File: src/rtl/sequenciador_batidas_pkg.sv
// Shared definitions for the metronome beat sequencer.
//   estado_e  : controller states (OCIOSO / ZERA / CONTA).
//   PulseCntW : width of the beat pulse-width down-counter.
// Optional feature macro: SEQUENCIADOR_CONTA_COMPASSOS_EN (measure counter).
package sequenciador_batidas_pkg;

  typedef enum logic [1:0] {
    StOcioso = 2'd0,
    StZera   = 2'd1,
    StConta  = 2'd2
  } estado_e;

  localparam int unsigned PulseCntW = 4;

endpackage

File: src/rtl/sequenciador_batidas_if.sv
// Signal bundle between the beat sequencer and its environment.
//   inputs to sequencer : inicia, para, compasso, fim_depois, fim_antes
//   outputs of sequencer: conta_periodo, zera_periodo, batida, acento, indice_batida, aviso,
//                         ativo (and num_compassos when SEQUENCIADOR_CONTA_COMPASSOS_EN is defined)
// master: the side that drives requests and period flags; slave: the sequencer itself.
interface sequenciador_batidas_if #(
  parameter int unsigned CW = 3
);
  logic          inicia;
  logic          para;
  logic [CW-1:0] compasso;
  logic          fim_depois;
  logic          fim_antes;
  logic          conta_periodo;
  logic          zera_periodo;
  logic          batida;
  logic          acento;
  logic [CW-1:0] indice_batida;
  logic          aviso;
  logic          ativo;
`ifdef SEQUENCIADOR_CONTA_COMPASSOS_EN
  logic [7:0]    num_compassos;
`endif

  modport master (
`ifdef SEQUENCIADOR_CONTA_COMPASSOS_EN
    input  num_compassos,
`endif
    output inicia, para, compasso, fim_depois, fim_antes,
    input  conta_periodo, zera_periodo, batida, acento, indice_batida, aviso, ativo
  );

  modport slave (
`ifdef SEQUENCIADOR_CONTA_COMPASSOS_EN
    output num_compassos,
`endif
    input  inicia, para, compasso, fim_depois, fim_antes,
    output conta_periodo, zera_periodo, batida, acento, indice_batida, aviso, ativo
  );
endinterface

File: src/rtl/sequenciador_batidas_detector_borda.sv
// Rising-edge detector with registered previous value and synchronous reset.
//   clk_i   : clock
//   rst_i   : synchronous active-high reset (clears the previous-value register)
//   d_i     : level input
//   borda_o : high in the first cycle d_i is seen high after being low
module detector_borda (
  input  logic clk_i,
  input  logic rst_i,
  input  logic d_i,
  output logic borda_o
);
  logic prev_q;

  always_ff @(posedge clk_i) begin
    if (rst_i) begin
      prev_q <= 1'b0;
    end else begin
      prev_q <= d_i;
    end
  end

  assign borda_o = d_i & ~prev_q;
endmodule

File: src/rtl/sequenciador_batidas.sv
// Metronome beat sequencer. Consumes the period counter's end flags and produces
// fixed-width beat pulses, accenting beat 0 of each measure.
//   clock  : system clock, rising edge
//   zera_s : synchronous active-high reset, priority over everything
//   bus_io : sequenciador_batidas_if.slave (start/stop, compasso, period flags, beat outputs)
// Optional feature macro: SEQUENCIADOR_CONTA_COMPASSOS_EN adds bus_io.num_compassos, a
// saturating count of completed measures since the last start.
module sequenciador_batidas
  import sequenciador_batidas_pkg::*;
#(
  parameter int unsigned PULSE_W = 4,
  parameter int unsigned CW      = 3
) (
  input logic                          clock,
  input logic                          zera_s,
  sequenciador_batidas_if.slave        bus_io
);
  localparam int unsigned IdxW = CW + 1;

  estado_e              st_q, st_d;
  logic [PulseCntW-1:0] cnt_q, cnt_d;
  logic [CW-1:0]        idx_q, idx_d;
  logic [CW-1:0]        comp_q, comp_d;
  logic                 acc_q, acc_d;
  logic                 aviso_q, aviso_d;

  logic                 tick, pre;
  logic                 beat, inicio;
  logic [IdxW-1:0]      idx_inc;
  logic [CW-1:0]        idx_prox;

  detector_borda u_borda_depois (
    .clk_i   (clock),
    .rst_i   (zera_s),
    .d_i     (bus_io.fim_depois),
    .borda_o (tick)
  );

  detector_borda u_borda_antes (
    .clk_i   (clock),
    .rst_i   (zera_s),
    .d_i     (bus_io.fim_antes),
    .borda_o (pre)
  );

  // Extra bit keeps the compare with comp_q exact when comp_q is the max value.
  assign idx_inc  = {1'b0, idx_q} + IdxW'(1);
  assign idx_prox = (idx_inc == {1'b0, comp_q}) ? '0 : idx_inc[CW-1:0];

  always_comb begin
    st_d    = st_q;
    cnt_d   = (cnt_q != '0) ? cnt_q - PulseCntW'(1) : '0;
    idx_d   = idx_q;
    comp_d  = comp_q;
    acc_d   = acc_q;
    aviso_d = 1'b0;
    beat    = 1'b0;
    inicio  = 1'b0;

    unique case (st_q)
      StOcioso: begin
        if (bus_io.inicia && !bus_io.para) begin
          st_d   = StZera;
          inicio = 1'b1;
          comp_d = (bus_io.compasso == '0) ? CW'(1) : bus_io.compasso;
        end
      end
      StZera: begin
        st_d  = StConta;
        beat  = 1'b1;
        idx_d = '0;
      end
      StConta: begin
        if (bus_io.para) begin
          // Stop truncates any pulse in progress; the index is kept.
          st_d  = StOcioso;
          cnt_d = '0;
        end else begin
          aviso_d = pre;
          if (tick) begin
            beat  = 1'b1;
            idx_d = idx_prox;
          end
        end
      end
      default: st_d = StOcioso;
    endcase

    // A beat (re)loads the full width, so a retrigger extends the pulse seamlessly.
    if (beat) begin
      cnt_d = PulseCntW'(PULSE_W);
      acc_d = (idx_d == '0);
    end
  end

  always_ff @(posedge clock) begin
    if (zera_s) begin
      st_q    <= StOcioso;
      cnt_q   <= '0;
      idx_q   <= '0;
      comp_q  <= CW'(1);
      acc_q   <= 1'b0;
      aviso_q <= 1'b0;
    end else begin
      st_q    <= st_d;
      cnt_q   <= cnt_d;
      idx_q   <= idx_d;
      comp_q  <= comp_d;
      acc_q   <= acc_d;
      aviso_q <= aviso_d;
    end
  end

  assign bus_io.conta_periodo = (st_q == StConta);
  assign bus_io.ativo         = (st_q == StConta);
  assign bus_io.zera_periodo  = (st_q == StZera);
  assign bus_io.batida        = (cnt_q != '0);
  assign bus_io.acento        = (cnt_q != '0) & acc_q;
  assign bus_io.indice_batida = idx_q;
  assign bus_io.aviso         = aviso_q;

`ifdef SEQUENCIADOR_CONTA_COMPASSOS_EN
  logic [7:0] ncomp_q, ncomp_d;

  // Only non-start beats that wrap to index 0 close a measure.
  always_comb begin
    ncomp_d = ncomp_q;
    if (inicio) begin
      ncomp_d = '0;
    end else if (beat && (st_q == StConta) && (idx_d == '0) && (ncomp_q != 8'hFF)) begin
      ncomp_d = ncomp_q + 8'd1;
    end
  end

  always_ff @(posedge clock) begin
    if (zera_s) begin
      ncomp_q <= '0;
    end else begin
      ncomp_q <= ncomp_d;
    end
  end

  assign bus_io.num_compassos = ncomp_q;
`endif
endmodule

File: src/flat_wrapper.sv
// flat-port wrapper written by rule: the top's interface ports become plain ports
module sequenciador_batidas_flat import sequenciador_batidas_pkg::*;
#(
  parameter int unsigned PULSE_W = 4,
  parameter int unsigned CW      = 3
)
  (clock, zera_s, bus_io_inicia, bus_io_para, bus_io_compasso, bus_io_fim_depois, bus_io_fim_antes, bus_io_conta_periodo, bus_io_zera_periodo, bus_io_batida, bus_io_acento, bus_io_indice_batida, bus_io_aviso, bus_io_ativo);
  sequenciador_batidas_if #(.CW(CW)) bus_io_i ();
  input logic clock;
  input logic zera_s;
  input wire logic [$bits(bus_io_i.inicia)-1:0] bus_io_inicia;
  input wire logic [$bits(bus_io_i.para)-1:0] bus_io_para;
  input wire logic [$bits(bus_io_i.compasso)-1:0] bus_io_compasso;
  input wire logic [$bits(bus_io_i.fim_depois)-1:0] bus_io_fim_depois;
  input wire logic [$bits(bus_io_i.fim_antes)-1:0] bus_io_fim_antes;
  output wire logic [$bits(bus_io_i.conta_periodo)-1:0] bus_io_conta_periodo;
  output wire logic [$bits(bus_io_i.zera_periodo)-1:0] bus_io_zera_periodo;
  output wire logic [$bits(bus_io_i.batida)-1:0] bus_io_batida;
  output wire logic [$bits(bus_io_i.acento)-1:0] bus_io_acento;
  output wire logic [$bits(bus_io_i.indice_batida)-1:0] bus_io_indice_batida;
  output wire logic [$bits(bus_io_i.aviso)-1:0] bus_io_aviso;
  output wire logic [$bits(bus_io_i.ativo)-1:0] bus_io_ativo;
  assign bus_io_i.inicia = bus_io_inicia;
  assign bus_io_i.para = bus_io_para;
  assign bus_io_i.compasso = bus_io_compasso;
  assign bus_io_i.fim_depois = bus_io_fim_depois;
  assign bus_io_i.fim_antes = bus_io_fim_antes;
  assign bus_io_conta_periodo = bus_io_i.conta_periodo;
  assign bus_io_zera_periodo = bus_io_i.zera_periodo;
  assign bus_io_batida = bus_io_i.batida;
  assign bus_io_acento = bus_io_i.acento;
  assign bus_io_indice_batida = bus_io_i.indice_batida;
  assign bus_io_aviso = bus_io_i.aviso;
  assign bus_io_ativo = bus_io_i.ativo;
  sequenciador_batidas #(.PULSE_W(PULSE_W), .CW(CW)) u_core (.clock(clock), .zera_s(zera_s), .bus_io(bus_io_i));
endmodule
File: config.mk
export PLATFORM = sky130hd
export DESIGN_NAME = sequenciador_batidas_flat
export DESIGN_NICKNAME = d
export VERILOG_FILES = /design/src/rtl/sequenciador_batidas_pkg.sv /design/src/rtl/sequenciador_batidas_if.sv /design/src/rtl/sequenciador_batidas_detector_borda.sv /design/src/rtl/sequenciador_batidas.sv /design/src/flat_wrapper.sv
export SDC_FILE = /design/constraint.sdc
export NUM_CORES = 1
export LEC_CHECK = 0
export CAP_MARGIN = 20
export CORE_AREA = 4 4 46 48
export CTS_CLUSTER_DIAMETER = 50
export DETAILED_ROUTE_END_ITERATION = 12
export DIE_AREA = 0 0 50 52
export GPL_ROUTABILITY_DRIVEN = 0
export PLACE_DENSITY = 0.78
export SYNTH_ARGS = -nofsm -noshare
export SYNTH_HDL_FRONTEND = slang
export SYNTH_HIERARCHICAL = 1
export SYNTH_SLANG_ARGS = --single-unit
File: constraint.sdc
create_clock -name clock -period 4.4 [get_ports clock]
set_clock_uncertainty 0.1 [all_clocks]
set_input_delay 0.66 -clock clock [delete_from_list [all_inputs] [get_ports clock]]
set_output_delay 0.66 -clock clock [all_outputs]
set_load 0.02 [all_outputs]
==> impl_metrics.json <==
{
  "numCtsBuffers": 3,
  "ir_drop_mv": 0.193,
  "cts.sinks": 16,
  "postSynthNetCount": 108,
  "arrival_ns": 1.80,
  "avgSynthCellArea_um2": 9.17,
  "whs_ns": 0.372,
  "grt_pass1_vias": 681,
  "synth_area_leaders": "dfxtp_1, nor2b_4, ha_1",
  "syn_inst": 95,
  "maxCapViolations": 0,
  "dp.cells": 134,
  "dp_hpwl_mm": 1.35,
  "min_period_ns": 2.56,
  "startpoint_type": "flip-flop",
  "drt_pass1_iterations": 4,
  "place_ws_ns": 2.11,
  "p_leak_nw": 0.440,
  "synth-edff-count": 0,
  "ios": 18,
  "clk_latency_ns": 0.28,
  "yosysWarnings": 6,
  "cts-htree-levels": 1,
  "antenna_found_initial": 0,
  "stdcell_count": 138,
  "ant_nets": 0,
  "path_max_fanout": 5,
  "grt_pass1_wl_mm": 3.02,
  "cellPowerDensity_nw_per_um2": 273,
  "cts_root_buf": "clkbuf_4",
  "yosys.area.top_type": "dfxtp_1",
  "min_path_type": "flip-flop to flip-flop",
  "timing.final.ws_setup_ns": 1.84,
  "netlist_area_um2": 871,
  "antennaDiodeCount": 0,
  "grt_max_degree": 15,
  "drive_gt1_share_pct": 8.85,
  "max_slew_margin_pct": 55.9,
  "critPathKind": "flip-flop to output pin",
  "required_ns": 3.64,
  "die_y_um": 52,
  "synth-main-ff-cell": "dfxtp_1",
  "clk_path_buf_depth": 2,
  "drc": 0,
  "yosysMostFrequentCell": "dfxtp_1",
  "ctsHoldBuffers": 0,
  "drt_iter0_drc": 19,
  "viasPerCell": 5.44,
  "area_growth_pct": 24.3,
  "postRouteWirelength_mm": 1.76,
  "die_x_um": 50,
  "post-route-period-util_pct": 58.3,
  "path_clk_slew_ns": 0.09,
  "fmax_mhz": 390,
  "crit_path_end_kind": "output pin",
  "grtUsageTotal_pct": 15.2,
  "portBuffers": 17,
  "die_area_um2": 2600,
  "cts_tree": "built",
  "ys_ff_latch": 16,
  "timing_hold_violations_final": 0,
  "start_util_pct": 51.0,
  "setup_viol": 0,
  "power.total_mw": 0.296,
  "synth_cell_types": 38,
  "cts_setup_buffers": 0,
  "cts_repair_resize_count": 0,
  "async_reset_ff_share_pct": 0,
  "timing.setup.tns_ns": 0,
  "worst_pin_slew_ns": 0.659,
  "status": "completed",
  "wl_per_cell_um": 12.8,
  "drv_slew": 0,
  "vias": 751,
  "synth_common_cells": "dfxtp_1, inv_1, nand2_1",
  "netlist.area_leader.share_pct": 36.8,
  "num_rows": 15,
  "coreArea_um2": 1710,
  "yosysSeqAreaShare_pct": 36.8,
  "rsz0062_at_grt": "false",
  "grt_overflow_total": 0,
  "num-fill-cells": 157,
  "layout.nets": 127
}
worst max-delay path: stages (launching register included):
cell,delay (ns)
dfxtp_1,0.35
nor4_1,0.51
nor2b_1,0.10
clkdlybuf4s50_1,0.56
state kept, by name (all words and copies together) (netlist names):
register and count:
u_core/acc_q 1, u_core/bus_io.aviso 1, u_core/bus_io.indice_batida 3, u_core/cnt_q 4, u_core/comp_q 3, u_core/st_q 2, u_core/u_borda_antes/prev_q 1, u_core/u_borda_depois/prev_q 1
routing by layer:
metal  up-vias  share of wire (%)  track usage [%]
met5         -                  0                0
met1       351                 45             18.1
li1        373                  -                -
met2        21                 49             24.8
met3         6                4.1             4.30
met4         0                2.3             7.83
report_power, final:
group	total (mW)	internal [mW]	switching (mW)	leakage [nW]
combinational	0.0465	0.0236	0.0229	0.289
sequential	0.153	0.149	0.00349	0.130
clock	0.0964	0.0503	0.0461	0.0210
cell usage in the layout (no fill, tap or decap), types with 2 or more instances in the layout:
cell	count
nor2b_1	3
nor2_1	6
nor2b_4	4
nand2_1	8
nand3_1	2
nor3_1	2
o211ai_1	2
inv_1	9
ha_1	4
clkbuf_4	3
mux2i_1	2
o21ai_0	4
clkdlybuf4s50_1	17
a21oi_1	6
o2111ai_1	2
dfxtp_1	16
logic make-up after synthesis:
family,share of synthesized area [%]
buffers and inverters,6.90
AOI/OAI and AO/OA,20.5
muxes,2.30
xor gates and xnor gates,4.60
adders and majority gates,5.75
and+or+nand+nor,23.1
DFF,36.8
per-stage QoR:
| stage | area [um2] | utilization (%) |
|---|---|---|
| 6_report | 1080 | 63.4 |
| 5_1_grt | 1080 | 63.4 |
| 4_1_cts | 1080 | 63.4 |
| 3_5_place_dp | 1050 | 61.2 |
| 3_3_place_gp | 1050 | 61.2 |
| 2_1_floorplan | 871 | - |
final timing paths:
kind               startpoint                to  depth (start not counted)  slack, ns
min reg2reg  u_core/comp_q[2]  u_core/comp_q[2]                          2       0.37
max           u_core/cnt_q[1]     bus_io_acento                          3       1.84
min          u_core/comp_q[2]  u_core/comp_q[2]                          2       0.37
max reg2reg    u_core/st_q[1]      u_core/acc_q                          6       2.73
final cells by class:
type	count	area, um2	share of cell area, %
inverter	9	33.8	3.12
tap	25	31.3	2.89
multi-input combinational	67	490	45.3
sequential	16	320	29.6
timing repair buffer	17	170	15.7
clock buffer	4	36.3	3.35
(Power assumes the default switching activity.)
